==> src/rtl/pattern_prbs_tx_pkg.sv <==
// Shared definitions for the pattern/PRBS-15 transmitter and its receive-side
// detector: state encoding, LFSR seed, tap positions and the 8-step helper.
package pattern_prbs_tx_pkg;

   typedef enum logic [1:0] {
      IDLE    = 2'd0,
      PATTERN = 2'd1,
      PRBS    = 2'd2
   } tx_state_e;

   localparam logic [14:0] PRBS_SEED  = 15'h7FFF;
   localparam int unsigned PRBS_TAP_A = 14;
   localparam int unsigned PRBS_TAP_B = 13;

   typedef struct packed {
      logic [14:0] state;
      logic [7:0]  bits;
   } prbs_step_t;

   // Eight Fibonacci steps of x^15+x^14+1; bit k of the result is the
   // feedback produced by step k, so the first step lands in bit 0.
   function automatic prbs_step_t prbs15_step8(input logic [14:0] start);
      prbs_step_t  res;
      logic [14:0] lfsr;
      logic        fb;
      lfsr     = start;
      res.bits = '0;
      for (int unsigned k = 0; k < 8; k++) begin
         fb          = lfsr[PRBS_TAP_A] ^ lfsr[PRBS_TAP_B];
         res.bits[k] = fb;
         lfsr        = {lfsr[13:0], fb};
      end
      res.state = lfsr;
      return res;
   endfunction

endpackage

==> src/rtl/pattern_prbs_tx_prbs15.sv <==
// PRBS-15 byte generator: 8 LFSR steps per advance. When load and advance are
// both high the byte is taken from the seed, so a start edge can emit data.
module prbs15_byte_gen
   import pattern_prbs_tx_pkg::*;
(
   input  logic        clk,
   input  logic        rst,
   input  logic        load,
   input  logic        advance,
   input  logic [14:0] seed,
   output logic [7:0]  bits_o
);

   logic [14:0] lfsr_q;
   logic [14:0] lfsr_d;
   logic [14:0] start_state;
   prbs_step_t  step;

   // Next byte from the effective starting state and the resulting LFSR update.
   always_comb begin
      start_state = load ? seed : lfsr_q;
      step        = prbs15_step8(start_state);
      bits_o      = step.bits;
      lfsr_d      = lfsr_q;
      if (advance) begin
         lfsr_d = step.state;
      end else if (load) begin
         lfsr_d = seed;
      end
   end

   // LFSR state register.
   always_ff @(posedge clk) begin
      if (rst) begin
         lfsr_q <= PRBS_SEED;
      end else begin
         lfsr_q <= lfsr_d;
      end
   end

endmodule

==> src/rtl/pattern_prbs_tx.sv <==
// Transmitter: n repetitions of a 32-bit preamble (LSB byte first), then an
// endless PRBS-15 byte stream. One byte per enabled cycle, everything holds
// while enable is low.
module pattern_prbs_tx
   import pattern_prbs_tx_pkg::*;
(
   input  logic        clk,
   input  logic        rst,
   input  logic [31:0] pattern,
   input  logic [7:0]  n,
   input  logic        enable,
   output logic [7:0]  byte_out,
   output logic        byte_valid,
   output logic        pattern_done
);

   tx_state_e   state_q, state_d;
   logic [31:0] pattern_q, pattern_d;
   logic [7:0]  n_q, n_d;
   logic [1:0]  idx_q, idx_d;
   logic [7:0]  rep_q, rep_d;
   logic [7:0]  byte_q, byte_d;
   logic        valid_q, valid_d;
   logic        done_q, done_d;

   logic        gen_load;
   logic        gen_adv;
   logic [7:0]  gen_bits;
   logic [7:0]  pat_byte;

   prbs15_byte_gen u_prbs (
      .clk     (clk),
      .rst     (rst),
      .load    (gen_load),
      .advance (gen_adv),
      .seed    (PRBS_SEED),
      .bits_o  (gen_bits)
   );

   // Preamble byte selected by the index of the next byte to send.
   always_comb begin
      pat_byte = pattern_q[7:0];
      case (idx_q)
         2'd0:    pat_byte = pattern_q[7:0];
         2'd1:    pat_byte = pattern_q[15:8];
         2'd2:    pat_byte = pattern_q[23:16];
         default: pat_byte = pattern_q[31:24];
      endcase
   end

   // Next-state, counters and output byte.
   // idx_q is the index of the next preamble byte and rep_q counts completed
   // repetitions; the start edge already issues byte 0, so PATTERN begins at
   // index 1 and the exit test rep_q == n_q never needs a ninth counter bit.
   always_comb begin
      state_d   = state_q;
      pattern_d = pattern_q;
      n_d       = n_q;
      idx_d     = idx_q;
      rep_d     = rep_q;
      byte_d    = byte_q;
      valid_d   = 1'b0;
      done_d    = done_q;
      gen_load  = 1'b0;
      gen_adv   = 1'b0;
      case (state_q)
         IDLE: begin
            if (enable) begin
               pattern_d = pattern;
               n_d       = n;
               gen_load  = 1'b1;
               rep_d     = '0;
               valid_d   = 1'b1;
               if (n != 8'd0) begin
                  state_d = PATTERN;
                  byte_d  = pattern[7:0];
                  idx_d   = 2'd1;
               end else begin
                  state_d = PRBS;
                  gen_adv = 1'b1;
                  byte_d  = gen_bits;
                  idx_d   = '0;
                  done_d  = 1'b1;
               end
            end
         end
         PATTERN: begin
            if (enable) begin
               valid_d = 1'b1;
               if (rep_q == n_q) begin
                  state_d = PRBS;
                  gen_adv = 1'b1;
                  byte_d  = gen_bits;
                  done_d  = 1'b1;
               end else begin
                  byte_d = pat_byte;
                  idx_d  = idx_q + 2'd1;
                  if (idx_q == 2'd3) begin
                     rep_d = rep_q + 8'd1;
                  end
               end
            end
         end
         PRBS: begin
            if (enable) begin
               gen_adv = 1'b1;
               byte_d  = gen_bits;
               valid_d = 1'b1;
            end
         end
         default: begin
            state_d = IDLE;
         end
      endcase
   end

   // State, counter and output registers with synchronous reset.
   always_ff @(posedge clk) begin
      if (rst) begin
         state_q   <= IDLE;
         pattern_q <= '0;
         n_q       <= '0;
         idx_q     <= '0;
         rep_q     <= '0;
         byte_q    <= '0;
         valid_q   <= 1'b0;
         done_q    <= 1'b0;
      end else begin
         state_q   <= state_d;
         pattern_q <= pattern_d;
         n_q       <= n_d;
         idx_q     <= idx_d;
         rep_q     <= rep_d;
         byte_q    <= byte_d;
         valid_q   <= valid_d;
         done_q    <= done_d;
      end
   end

   assign byte_out     = byte_q;
   assign byte_valid   = valid_q;
   assign pattern_done = done_q;

endmodule

==> config.mk <==
export PLATFORM = sky130hd
export DESIGN_NAME = pattern_prbs_tx
export DESIGN_NICKNAME = d
export VERILOG_FILES = /design/src/rtl/pattern_prbs_tx_pkg.sv /design/src/rtl/pattern_prbs_tx_prbs15.sv /design/src/rtl/pattern_prbs_tx.sv
export SDC_FILE = /design/constraint.sdc
export NUM_CORES = 1
export LEC_CHECK = 0
export CORE_MARGIN = 2
export CORE_UTILIZATION = 55
export CTS_BUF_LIST = sky130_fd_sc_hd__clkbuf_2
export CTS_CLUSTER_DIAMETER = 50
export DETAILED_ROUTE_END_ITERATION = 6
export PLACE_DENSITY = 0.77
export SETUP_SLACK_MARGIN = 0.4
export SYNTH_ARGS = -nofsm -noshare
export SYNTH_HDL_FRONTEND = slang
export SYNTH_SLANG_ARGS = --single-unit
export TNS_END_PERCENT = 100
==> constraint.sdc <==
create_clock -name clk -period 5.31 [get_ports clk]
set_clock_uncertainty 0.15 [all_clocks]
set_input_delay 1.062 -clock clk [delete_from_list [all_inputs] [get_ports clk]]
set_output_delay 1.062 -clock clk [all_outputs]
set_load 0.01 [all_outputs]
# Yosys cells after proc, flatten, opt, wreduce, memory -nomap -nowiden
# Cells that the tools add are included.
# word_totals
register_bits,77
inputBits,43
out_inout_bits,10
# classes
addsub,2
n_eq_ne,13
mux,36
n_bitwise,10
n_reduce_logical,13
# op_table
operator,count
8-bit 2-to-1 mux,9
8-bit case mux with 3 select lines,2
15-bit 2-to-1 mux,2
8-bit case mux with 2 select lines,1
2-bit 2-to-1 mux,7
2-bit != test (second input constant),7
4-bit AND reduction,3
1-bit 2-to-1 mux,11
5-bit AND reduction,2
8-bit by 1-bit adder with 8-bit output (second input constant),1
8-bit equality test,1
8-bit nonzero test,1
1-bit XOR,8
2-bit equality test (second input constant),3
2-bit case mux with 3 select lines,1
2-bit by 1-bit equality test with 1-bit output (second input constant),2
2-bit zero test,2
2-bit case mux with 2 select lines,1
1-bit case mux with 3 select lines,1
3-bit nonzero test,1
3-bit OR reduction,1
2-bit by 1-bit adder with 2-bit output (second input constant),1
1-bit NOT,2
1-bit case mux with 2 select lines,1
3 further kinds,3

# Longest topological paths before layout
# Gate-level depths: netlist of run 1.
# logic_depth
ltp_word,7
ltp_mapped,9

# By module
# From an unflattened synthesis of run 1, not the netlist that was laid out.
# unflattened
hier_cells,536
hier_area_um2,4304.1
# modules_own_cells
module,n_inst,cells_per_inst,area_per_inst_um2,seq_area_each_um2
pattern_prbs_tx,1,432,3293.2,1241.2
prbs15_byte_gen,1,104,1011.0,300.3

# Worst setup path after synthesis of run 1
# No wires, ideal clock.
# synth_path
kind,input to register
start,in n[3]
end,reg u_prbs.lfsr_q[14]
setup_time_ns,0.072
arrival_ns,2.617
t_required_ns,5.088
path_slack_ns,2.472
path_stages,6
n_path_buf,1
path_cell_list,or4_1 -> nor2_2 -> nand2_2 -> a221oi_4 -> buf_6 -> mux2i_1
# synth_between
elab_chain_cells,5
# synth_rtl
element,line_no,text
start: declaration,pattern_prbs_tx.sv:10,"input logic [7:0] n,"
8-bit nonzero test,pattern_prbs_tx.sv:74,if (n != 8'd0) begin
1-bit 2-to-1 mux,pattern_prbs_tx.sv:74,
1-bit 2-to-1 mux,pattern_prbs_tx.sv:68,if (enable) begin
1-bit case mux with 3 select lines,pattern_prbs_tx.sv:66,case (state_q)
15-bit 2-to-1 mux,pattern_prbs_tx_prbs15.sv:25,if (advance) begin
end signal: assignment,pattern_prbs_tx_prbs15.sv:37,lfsr_q <= lfsr_d;
end: declaration,pattern_prbs_tx_prbs15.sv:14,logic [14:0] lfsr_q;
# No other way between the ends.
# A chain may end at the register's enable or synchronous reset.

# Worst setup path in the final report of run 1
# layout_path
start,in n[7]
end,reg u_prbs.lfsr_q[11]
# The elaborated chain is that of the path after synthesis.

==> results.md, run 1 <==
- Status: complete, but fails checks
- Failing checks: design-rule violations
- Dpl hpwl: 5.921 mm
- Clock Latency Late Sink: 0.54 ns
- Synth unique cells: 40
- Post-Synthesis Cell Area: 0.003681 mm²
- Gpl congestion: 0.8447
- Final Instance Area: 0.004332 mm²
- Total GRT Usage: 23.88%
- Leak pwr: 0.001573 µW
- Worst setup path class: in2reg
- Setup violators final: 0
- Post-CTS Hold Fix Bufs: 0
- Hold Fails Final Rpt: 0
- Root Buffer: clkbuf_2
- Setup TNS: 0 ns
- Slew Viols, Final: 0
- Initial Util: 57.32%
- CTS resizes: 0
- Crit path largest cell delay: 0.85 ns
- Fmax: 279.8 MHz
- FP Rows: 29
- Critical Path AT: 3.90 ns
- Ant diodes: 0
- Sequential-to-total area share from yosys stat: 41.88%
- Total CTS buffers: 9
- Syn_nets: 506
- Largest net degree at the start of global routing: 57
- Die area: 0.007363 mm²
- Clock slew at reported path FFs: 0.21 ns
- Cell Chain, Critical Path: clkdlybuf4s50_1 -> or4_1 -> nor2_2 -> nand2_2 -> a221oi_4 -> mux2i_1
- Core area: 0.006422 mm²
- Max Cap Viol: 0
- Initial antenna violation count: 0
- CTS tree: yes
- Share of layout cells above drive strength 1: 7.475%
- VDD IR max: 0.1947 mV
- Dpl cell area: 0.004195 mm²
- Min Tclk post-route: 3.574 ns
- Chip width: 85.81 µm
- H-tree levels: 3
- Share of flip-flops with an asynchronous set or reset: 0%
- Clock sink total: 77
- CTS Buffer Depth: 2
- RSZ-0062 raised after global routing: no
- Ports: 53
- Drc violations: 1
- Setup repair bufs after CTS: 0
- Vias in the first global route: 2904
- Area Overhead vs Synth: 17.67%
- Period utilization: 67.30%
- CP max stage cell: a221oi_4
- Overflow after GRT: 0
- Die Y: 85.81 µm
- Seq cells post-synth: 77
- Via count: 3243
- Post-synth EDFFs: 0
- Setup crit end kind: register
- Worst Path Required: 5.64 ns
- Avg Vias per Cell: 5.670
- Worst rel slew slack: 31.75%
- Synth Warn #: 0
- CP Launch Type: input pin
- DRT iter0 DRCs: 278
- Critical path fanouts, max: 15
- Final Net Count: 543
- Worst-Margin Slew: 1.020 ns
- Syn_area_per_cell: 8.126 µm²
- Port Buffer Count: 52
- Ys flop type: dfxtp_1
- Cell count after synthesis: 453
- Drt first pass iters: 7
- Pwr dens: 424.5 mW/mm²
- Final wirelength: 8.407 mm
- First-pass GRT wire length: 13.90 mm
- Hold WC Path Type: reg2reg
- Routed Antenna Nets: 0
- DR WL/cell: 14.70 µm
-- power by group --
part	switching, µW	internal, µW	total (µW)
Clock	210	158	367
Combinational	414	299	713
Sequential	69.5	689	759
Total	693	1150	1840
-- layout by cell type, fill, tap and decap left out, types with 2 or more instances in the layout --
master	n
xnor2_1	16
nand2b_1	5
or4_1	3
ha_1	10
mux2i_1	23
dfxtp_1	77
clkdlybuf4s50_1	51
nand2_1	99
a31oi_1	4
o221a_2	8
nor3_1	2
clkbuf_2	10
nand4_1	5
a211oi_1	8
o31ai_1	3
buf_4	3
a21oi_1	56
and4_1	2
inv_1	8
o21a_1	3
bufinv_16	2
a21o_1	2
nor2_1	60
clkinv_2	2
o21ai_0	2
a31o_2	4
and2_1	3
a222oi_1	8
-- kinds of logic after synthesis --
group	synth area share [%]
simple gates	20.90
compound gates	19.68
flops	41.88
buf+inv	4.079
mux	6.254
xor+xnor	3.807
fa+ha+maj	3.399
-- layout make-up --
| class | instances | area (µm²) |
|---|---|---|
| fill | 530 | 2091 |
| multi-input combinational | 339 | 1989 |
| sequential | 77 | 1541 |
| timing repair buffer | 55 | 538.0 |
| tap | 77 | 96.34 |
| clock inverter | 6 | 86.33 |
| clock buffer | 10 | 50.05 |
| inverter | 8 | 30.03 |
-- cells in the mapped netlist, types with 2 or more instances --
cell	instances	area, µm²
nand2_1	99	371.6
or4_1	3	22.52
a21o_1	2	15.01
o21a_1	3	22.52
xnor2_1	16	140.1
nand2b_1	5	31.28
mux2i_1	23	230.2
o221a_2	8	90.09
inv_1	8	30.03
a31o_2	4	35.03
and4_1	2	17.52
a211oi_1	8	60.06
nor2_1	60	225.2
nor3_1	2	10.01
clkbuf_1	22	82.58
a31oi_1	4	25.02
and2_1	3	18.77
ha_1	10	125.1
a222oi_1	8	80.08
nand4_1	5	31.28
a21oi_1	56	280.3
o21ai_0	2	10.01
buf_1	5	18.77
o31ai_1	3	22.52
dfxtp_1	77	1541
-- critical path: cells and delay by family --
family	cells	cell delay [ns]
AOI/OAI and AO/OA	1	0.85
muxes	1	0.28
and+or+nand+nor	3	1.28
buffers and inverters	1	0.42
-- through the flow --
step / total power [µW] / setup slack (ns) / cells / util [%] / hold slack, ns
detailed placement: 1485 / 1.165 / 556 / 65.32 / 0.2978
finish: 1839 / 1.736 / 572 / 67.45 / 0.3231
global route: 1957 / 1.567 / 572 / 67.45 / 0.3425
CTS: 1850 / 1.737 / 572 / 67.45 / 0.3207
floorplan: 1274 / 2.472 / 453 / - / 0.2857
global placement: 1465 / 1.213 / 556 / 65.32 / 0.2924
-- sequential cells by signal, indices dropped and copies added (netlist names) --
name,cells
pattern_q,32
u_prbs.lfsr_q,15
byte_out,8
n_q,8
rep_q,8
idx_q,2
state_q,2
byte_valid,1
pattern_done,1
-- per-layer routing --
metal  wire length, µm  track usage (%)  share of wire (%)
met4                64            5.628               0.76
met1              4027            33.25                 48
met5                 0                0                  0
met3               377            6.256                4.5
met2              3938            37.29                 47
-- final timing paths --
path	start	endpoint	slack [ns]	cells past startpoint
max	n[7]	u_prbs.lfsr_q[11]	1.74	6
min	pattern_q[10]	pattern_q[10]	0.32	2
max reg2reg	state_q[1]	byte_out[2]	2.76	7
min reg2reg	pattern_q[10]	pattern_q[10]	0.32	2
Power figures use the tool's default switching activity.
==> run 2, diff against run 1 <==
CORE_UTILIZATION = 51   (was 55)
PLACE_DENSITY = 0.74   (was 0.77)
clock period = 3.01 ns   (was 5.31 ns; I/O delays follow)
==> run 2 against run 1 <==
Net effect: the run now ends clean; worst hold slack barely moved; total power rose by 70%; sequential power rose by 77%; count of clock-buffer cells in the layout fell by 1; non-clock buffer count rose by 7; critical path depth rose by 2; critical path type is now reg2reg; die area rose by 7.5%; setup slack got worse by 1.2 ns; sequential share of layout area fell by 0.32 points; cell area rose by 0.90%; largest power group unchanged; flip-flop and latch count did not move.
==> results.md, run 2 (synthesis results as in run 1) <==
- Worst path bufs/invs: 3 (was 1)
- Die Y: 88.96 µm (was 85.81 µm)
- DRT iter0 DRCs: 255 (was 278)
- Final Net Count: 550 (was 543)
- Root Buffer: clkbuf_2 (unchanged)
- Int Pwr: 1887 µW (was 1146 µW)
- Sequential fraction of design power: 42.9% (was 41.3%)
- NetSw: 1237 µW (was 693.0 µW)
- Most used cell, CP: inv_1
- Worst r2r src: state_q[1] (unchanged)
- Setup TNS: 0 ns (unchanged)
- FP Rows: 30 (was 29)
- Fmax: 406.4 MHz
- Hold Fails Final Rpt: 0 (unchanged)
- First-pass GRT wire length: 13.86 mm (was 13.90 mm)
- Leak pwr: 0.001585 µW (was 0.001573 µW)
- Setup crit end kind: register (unchanged)
- Ant diodes: 0 (unchanged)
- Slew Viols, Final: 0 (unchanged)
- RSZ-0062 raised after global routing: no (unchanged)
- Port Buffer Count: 52 (unchanged)
- Avg Vias per Cell: 5.533 (was 5.670)
- Comb power frac: 42.1% (was 38.8%)
- Die area: 0.007913 mm² (was 0.007363 mm²)
- Drt first pass iters: 6 (was 7)
- Gpl congestion: 0.8367 (was 0.8447)
- Ports: 53 (unchanged)
- Routed Antenna Nets: 0 (unchanged)
- H-tree levels: 3 (unchanged)
- Via count: 3309 (was 3243)
- Commonest non-fill, non-tap cell in the layout: nand2_1 (unchanged)
- Vias in the first global route: 2876 (was 2904)
- Total CTS buffers: 9 (unchanged)
- VDD IR max: 0.3640 mV (was 0.1947 mV)
- Area Overhead vs Synth: 18.73% (was 17.67%)
- Sw Share: 39.59% (was 37.69%)
- Total GRT Usage: 22.57% (was 23.88%)
- Worst Path Required: 3.28 ns (was 5.64 ns)
- Overflow after GRT: 0 (unchanged)
- Top Family by Delay on Critical Path: buffers and inverters (was simple AND/OR/NAND/NOR gates)
- Drc violations: 0 (was 1)
- Hold WC Path Type: reg2reg (unchanged)
- Pwr dens: 714.7 mW/mm² (was 424.5 mW/mm²)
- Dpl hpwl: 6.132 mm (was 5.921 mm)
- Final wirelength: 8.513 mm (was 8.407 mm)
- Number of cells after detailed placement: 582 (was 556)
- Number of flip-flops in the largest register: 32 (unchanged)
- CP Launch Type: register (was input pin)
- Hold Slack: 0.3231 ns (about the same)
- Clk pwr share: 15.0% (was 20.0%)
- CP max stage cell: or3b_2 (was a221oi_4)
- CTS resizes: 0 (unchanged)
- Initial Util: 53.30% (was 57.32%)
- Crit path largest cell delay: 0.44 ns (was 0.85 ns)
- Chip width: 88.96 µm (was 85.81 µm)
- Largest Register: pattern_q (unchanged)
- DR WL/cell: 14.24 µm (was 14.70 µm)
- Worst Setup Slack, final: 0.5496 ns (was 1.736 ns)
- Clock slew at reported path FFs: 0.21 ns (about the same)
- Critical Path AT: 2.73 ns (was 3.90 ns)
- Clock sink total: 77 (unchanged)
- Largest net degree at the start of global routing: 41 (was 57)
- Worst-Margin Slew: 0.6819 ns (was 1.020 ns)
- Status: completed (was complete, but fails checks)
- Setup WS pre-CTS: 0.1913 ns (was 1.165 ns)
- Period utilization: 81.74%
- Max Cap Viol: 0 (unchanged)
- Most frequent cells in the layout: nand2_1, dfxtp_1, nor2_1, a21oi_1, clkdlybuf4s50_1 (unchanged)
- Worst setup path class: reg2reg (was in2reg)
- CTS Buffer Depth: 2 (unchanged)
- Critical path fanouts, max: 12 (was 15)
- Setup violators final: 0 (unchanged)
- CTS tree: yes (unchanged)
- Post-CTS Hold Fix Bufs: 0 (unchanged)
- Top Registers: pattern_q: 32 flops, u_prbs.lfsr_q: 15 flops (unchanged)
- Crit. Startpoint: state_q[1] (was n[7])
- Core area: 0.006907 mm² (was 0.006422 mm²)
- Non-Filler Instances: 598 (was 572)
- Setup repair bufs after CTS: 0 (unchanged)
- Worst rel slew slack: 54.34% (was 31.75%)
- Hold Crit Start: pattern_q[23] (was pattern_q[10])
- Initial antenna violation count: 0 (unchanged)
- Clock Latency Late Sink: 0.52 ns (was 0.54 ns)
- Share of layout cells above drive strength 1: 8.167% (was 7.475%)
- Min Tclk post-route: 2.460 ns
- Cell Chain, Critical Path: inv_1 -> ha_1 -> inv_1 -> o21ai_0 -> a31oi_1 -> buf_4 -> or3b_2 -> o41ai_1 (was clkdlybuf4s50_1 -> or4_1 -> nor2_2 -> nand2_2 -> a221oi_4 -> mux2i_1)
[run 2: path summary, 6_finish.rpt]
check | endpoint | cells after the start | slack, ns
setup / recovery | rep_q[0] | 8 | 0.55
setup reg to reg | rep_q[0] | 8 | 0.55
hold reg to reg | pattern_q[23] | 2 | 0.32
hold / removal | pattern_q[23] | 2 | 0.32
[run 2: metal layers]
layer / vias to the layer above / part of all wire [%] / global-route usage [%]
met1: 1529 / 47 / 32.76
li1: 1660 / - / -
met2: 107 / 45 / 33.92
met4: 0 / 1.6 / 8.955
met5: - / 0 / 0
met3: 13 / 5.7 / 3.232
[run 2: metrics by stage]
| stage | cell area (µm²) | power (µW) | utilization, % |
|---|---|---|---|
| floorplan | 3681 | 2247 | - |
| global placement | 4284 | 2634 | 62.03 |
| detailed placement | 4284 | 2670 | 62.03 |
| CTS | 4370 | 3126 | 63.28 |
| global route | 4370 | 3340 | 63.28 |
| finish | 4370 | 3124 | 63.28 |
[run 2: power groups by stage]
stage | Clock (µW) | Sequential (µW) | Combinational, µW
after floorplan | 0 | 1350 | 898
after CTS | 476 | 1340 | 1310
after global routing | 527 | 1360 | 1450
after detailed placement | 0 | 1360 | 1310
final | 468 | 1340 | 1320
after global placement | 0 | 1360 | 1280
[run 2: worst reg2reg max path, delay by kind of cell, from the launching register on]
| family | cells | cell delay, ns |
|---|---|---|
| flops | 1 | 0.39 |
| compound gates | 3 | 0.48 |
| fa+ha+maj | 1 | 0.43 |
| buf+inv | 3 | 0.48 |
| simple gates | 1 | 0.44 |
[run 2: cell type report]
type                    count  area [µm²]
fillers                   648        2536
clock buffers               9       45.04
well taps                  96       120.1
inverters                   8       30.03
repair buffers             62       603.1
multi-input cells         339        1989
flip-flops and latches     77        1541
clock inverters             7       41.29
==> run 3, diff against run 2 <==
CORE_UTILIZATION = 55   (was 51)
PLACE_DENSITY = 0.77   (was 0.74)
clock period = 2.4 ns   (was 3.01 ns; I/O delays follow)
==> run 3 against run 2 <==
Net effect: sequential power grew 28%; critical path depth shrank 1; largest power group is now combinational logic; cell area grew 11%; non-clock buffer count grew 31; flip-flop and latch count is the same; setup slack lost 0.14 ns; global-route usage grew 3.4 points; maximum frequency grew 24%.
==> results.md, run 3 (synthesis results as in run 1) <==
- Status: completed (unchanged)
- Max Cap Viol: 0 (unchanged)
- Most frequent cells in the layout: nand2_1, nor2_1, a21oi_1, dfxtp_1, buf_4 (was nand2_1, dfxtp_1, nor2_1, a21oi_1, clkdlybuf4s50_1)
- Gpl congestion: 0.8926 (was 0.8367)
- Share of layout cells above drive strength 1: 23.83% (was 8.167%)
- H-tree levels: 3 (unchanged)
- CP max stage cell: dfxtp_4 (was or3b_2)
- Dpl hpwl: 6.255 mm (was 6.132 mm)
- Vias in the first global route: 3240 (was 2876)
- Setup violators final: 0 (unchanged)
- Initial Util: 57.32% (was 53.30%)
- Ports: 53 (unchanged)
- Drc violations: 0 (unchanged)
- Min Tclk post-route: 1.988 ns (was 2.460 ns)
- Commonest non-fill, non-tap cell in the layout: nand2_1 (unchanged)
- Critical path fanouts, max: 7 (was 12)
- CTS Buffer Depth: 2 (unchanged)
- Hold Fails Final Rpt: 0 (unchanged)
- DR WL/cell: 15.51 µm (was 14.24 µm)
- Avg Vias per Cell: 5.697 (was 5.533)
- Clock sink total: 77 (unchanged)
- Largest net degree at the start of global routing: 41 (unchanged)
- Post-CTS Hold Fix Bufs: 0 (unchanged)
- Die area: 0.007363 mm² (was 0.007913 mm²)
- Worst setup path class: reg2reg (unchanged)
- Chip width: 85.81 µm (was 88.96 µm)
- Multi-input gate area: 0.002185 mm² (was 0.001989 mm²)
- Total CTS buffers: 9 (unchanged)
- Overflow after GRT: 0 (unchanged)
- Number of cells after detailed placement: 581 (was 582)
- Initial antenna violation count: 0 (unchanged)
- Setup crit end kind: register (unchanged)
- DRT iter0 DRCs: 241 (was 255)
- Worst-Margin Slew: 0.5660 ns (was 0.6819 ns)
- Slew Viols, Final: 0 (unchanged)
- Met2 routed WL: 4.465 mm (was 3.871 mm)
- Area Overhead vs Synth: 32.32% (was 18.73%)
- Final Net Count: 581 (was 550)
- Port Buffer Count: 52 (unchanged)
- RSZ-0062 raised after global routing: yes (was no)
- Final wirelength: 9.474 mm (was 8.513 mm)
- Crit path largest cell delay: 0.42 ns (was 0.44 ns)
- Die Y: 85.81 µm (was 88.96 µm)
- CP Launch Type: register (unchanged)
- Final Util: 75.84% (was 63.28%)
- Top Registers: pattern_q: 32 flops, u_prbs.lfsr_q: 15 flops (unchanged)
- Worst Setup Slack, final: 0.4123 ns (was 0.5496 ns)
- Clock slew at reported path FFs: 0.23 ns (was 0.21 ns)
- Root Buffer: clkbuf_2 (unchanged)
- Core area: 0.006422 mm² (was 0.006907 mm²)
- Clock Latency Late Sink: 0.53 ns (was 0.52 ns)
- Non-Filler Instances: 611 (was 598)
- Drt first pass iters: 7 (was 6)
- Largest Register: pattern_q (unchanged)
- Critical Path AT: 2.30 ns (was 2.73 ns)
- Routed wl met3: 627 µm (was 483 µm)
- First-pass GRT wire length: 15.20 mm (was 13.86 mm)
- Pwr dens: 876.4 mW/mm² (was 714.7 mW/mm²)
- DR top layer: met4 (unchanged)
- Worst Path Required: 2.72 ns (was 3.28 ns)
- Leak pwr: 0.001850 µW (was 0.001585 µW)
- Cell Chain, Critical Path: xnor2_4 -> and4_4 -> nand2_4 -> a221oi_4 -> buf_6 -> buf_16 -> mux2i_1 (was inv_1 -> ha_1 -> inv_1 -> o21ai_0 -> a31oi_1 -> buf_4 -> or3b_2 -> o41ai_1)
- Hold WC Path Type: in2reg (was reg2reg)
- Via count: 3481 (was 3309)
- Total Power: 4269 µW (was 3124 µW)
- FP Rows: 29 (was 30)
- Total GRT Usage: 25.98% (was 22.57%)
- Setup WS pre-CTS: -0.2629 ns (was 0.1913 ns)
- Hold Slack: 0.1112 ns (was 0.3231 ns)
- Fmax: 503.1 MHz (was 406.4 MHz)
- DRT met1 WL: 4.269 mm (was 4.024 mm)
- Routed Antenna Nets: 0 (unchanged)
- CTS tree: yes (unchanged)
- Period utilization: 82.82% (was 81.74%)
- Sequential cell area: 0.001597 mm² (was 0.001541 mm²)
- Number of flip-flops in the largest register: 32 (unchanged)
- Worst rel slew slack: 62.27% (was 54.34%)
- Filler cell count: 473 (was 648)
- VDD IR max: 0.4492 mV (was 0.3640 mV)
==> run 3: area by class of cell <==
type	count	share of cell area [%]
multi-input cells	339	44.85
flip-flops and latches	77	32.78
inverters	8	0.6165
clock inverters	7	0.8477
repair buffers	93	17.96
clock buffers	9	0.9247
well taps	77	1.978
diodes	1	0.05137
==> run 3: critical path: cells and delay by family (launching register included) <==
kind,cells,cell delay (ns)
buf+inv,2,0.29
mux,1,0.18
xor+xnor,1,0.17
flops,1,0.42
compound gates,1,0.36
simple gates,2,0.34
==> run 3: repair_timing <==
item | in CTS | in global routing
pin swaps | 7 | 14
gates resized for setup | 54 | 44
buffers inserted | 8 | 3
endpoints found under the setup margin | 53 | 29
gates cloned | 2 | 0
==> run 3: where the power goes <==
group	internal, µW	switching (µW)
clock	129	464
sequential	1540	178
combinational	906	1050
total	2570	1700
==> run 3: stage by stage <==
step	instance area [µm²]	setup TNS (ns)
5_1_grt	4868	0
4_1_cts	4677	0
3_5_place_dp	4408	-5.080
6_report	4871	0
3_3_place_gp	4408	-4.119
2_1_floorplan	3696	0
==> run 3: final timing paths <==
| path | cells past startpoint | slack, ns | from | end |
|---|---|---|---|---|
| setup / recovery | 7 | 0.41 | n_q[3] | u_prbs.lfsr_q[10] |
| hold / removal | 3 | 0.11 | n[7] | n_q[7] |
| setup reg to reg | 7 | 0.41 | n_q[3] | u_prbs.lfsr_q[10] |
| hold reg to reg | 2 | 0.32 | pattern_q[12] | pattern_q[12] |
==> run 3: metal layers <==
layer	vias to the layer above	GRT usage, %
li1	1722	-
met1	1614	34.34
met2	130	42.05
met3	15	6.449
met4	0	8.081
met5	-	0
==> variant (flow settings as in run 3) <==
Encoding of `tx_state_e`: now one-hot (3 bits for 3 states).
--- a/src/rtl/pattern_prbs_tx_pkg.sv
+++ b/src/rtl/pattern_prbs_tx_pkg.sv
@@ -2,10 +2,10 @@
 // detector: state encoding, LFSR seed, tap positions and the 8-step helper.
 package pattern_prbs_tx_pkg;
 
-   typedef enum logic [1:0] {
-      IDLE    = 2'd0,
-      PATTERN = 2'd1,
-      PRBS    = 2'd2
+   typedef enum logic [2:0] {
+      IDLE    = 3'b001,
+      PATTERN = 3'b010,
+      PRBS    = 3'b100
    } tx_state_e;
 
    localparam logic [14:0] PRBS_SEED  = 15'h7FFF;
Formal check against the unedited RTL: no difference found for any inputs over 10 cycles, from zero or initial values and one cycle with rst high; not proved beyond that.
==> variant against run 3 <==
- cell count grew 4.6%
- wire length up 2.6%
- cell area shrank 0.44%
- synthesized cell count rose by 3.5%
- die area up 4.3%
- sequential share of layout area fell by 0.063 points
- highest routed layer unchanged
- setup slack better by 0.0099 ns
- sequential cell count up 1
- synthesized area is 4.5% higher
Power is not compared: it rests on default switching activity, and its combinational part moved more than twofold at a synthesized area within 25%.
==> variant: results (changes against run 3) <==
Outcome
  • Status: completed

Synthesis
  • Synth cell types: 49 (+23%)
  • Adder-cell share of the synthesized area: 1.95% (-1.4 points)
  • Top post-synthesis cells by area: dfxtp_1, nand2_1, a21oi_1
  • Register area share after synthesis: 40.6% (-1.3 points)
  • Syn_nets: 518 (+2.4%)
  • YS warnings: 0 (unchanged)
  • Post-synthesis mux area share: 4.68% (-1.6 points)
  • Compound-Gate Fraction of Synth Area: 20.3% (+0.64 points)
  • Commonest cells in the netlist: nand2_1, dfxtp_1, a21oi_1
  • Post-synthesis xor/xnor area fraction: 3.87% (+0.063 points)

Route
  • DR WL/cell: 15.2 um (-1.9%)
  • Met3 wire len: 534 um (-15%)
  • First-pass iteration count of the detailed router: 6 (-1)
  • DR vias: 3642 (+4.6%)
  • Routed length on met2: 4690 um (+4.9%)
  • Iter 0 DRT Violations: 296 (+23%)
  • DRT met1 WL: 4340 um (+1.6%)

Global routing
  • First-pass GRT wire length: 15600 um (+2.8%)
  • Largest net degree at the start of global routing: 39 (-4.9%)
  • Number of global-route vias before repair: 3306 (+2.0%)
  • Met1 Resource Use GR: 34.6% (+0.27 points)
  • GRT Overall Usage: 26.0% (+0.032 points)
  • Met3 usage in global routing: 7.16% (+0.71 points)
  • Met2 Use GR: 41.2% (-0.86 points)

CTS
  • CTS buffer count: 9 (unchanged)
  • Worst skew pair latency: 0.51 ns (-0.02 ns)
  • CTS H-tree depth: 3 (unchanged)
  • Reg clk slew, reported paths: 0.21 ns (-0.02 ns)

Critical path
  • Worst r2r src: rep_q[3]
  • Slowest stage cell on the critical path: clkdlybuf4s50_1
  • Worst Setup EP: u_prbs.lfsr_q[7]
  • R2r endpoint: rep_q[4]
  • Critical path origin: n[3]
  • Worst reg2reg setup slack: 0.46 ns (+0.05 ns)
  • Slowest Stage Delay on Critical Path: 0.47 ns (+0.05 ns)
  • Worst-path fanout max: 8 (+1)
  • Critical path's top delay family: buffers and inverters

Worst hold path
  • Worst hold start: pattern_done
  • Hold Path Depth: 2 (-1)

STA
  • Hold WS: 0.305 ns (+0.194 ns)
  • Setup slack after layout: 0.422 ns (+0.00986 ns)
  • Worst-Margin Slew: 0.609 ns (+0.0428 ns)

Finish
  • Nets: 587 (+1.0%)
  • ANT cells: 0 (-1)
  • Layout fillers: 568 (+20%)
  • Share of layout cells above drive strength 1: 18.8% (-5.0 points)

Placed design
  • Placed instance area: 4610 sq um (+4.6%)
  • Place WS: -0.153 ns (+0.110 ns)
  • RePlAce Congestion: 0.865 (-3.1%)
## variant: cell types whose count changed after synthesis, moves of 10 or more
cell / before / now
nor2_1: 60 / 21
nand3_1: 1 / 19
mux2i_1: 23 / 9
nor4_1: 0 / 10
## variant: cell type report
class                           count  area share [%]
Multi-Input combinational cell    346            43.8
Sequential cell                    78            32.7
Timing Repair Buffer               90            17.2
Tap cell                           96            2.48
Clock inverter                      6            1.75
Clock buffer                       10            1.03
Inverter                           13            1.01
## variant: repair_timing
| item | 4_1_cts | 5_1_grt |
|---|---|---|
| cloned | 0 | 1 |
| gates resized for setup | 20 | 21 |
| buffers inserted | 0 | 4 |
| pin swaps | 0 | 3 |
| setup endpoints to repair | 19 | 33 |
## variant: metrics by stage
stage               TNS [ns]  std cells  power, mW
finish                     0        639       2.69
global route               0        639       2.81
CTS                        0        634       2.68
detailed placement     -2.24        618       1.90
global placement       -1.30        618       1.89
floorplan                  0        469       1.69
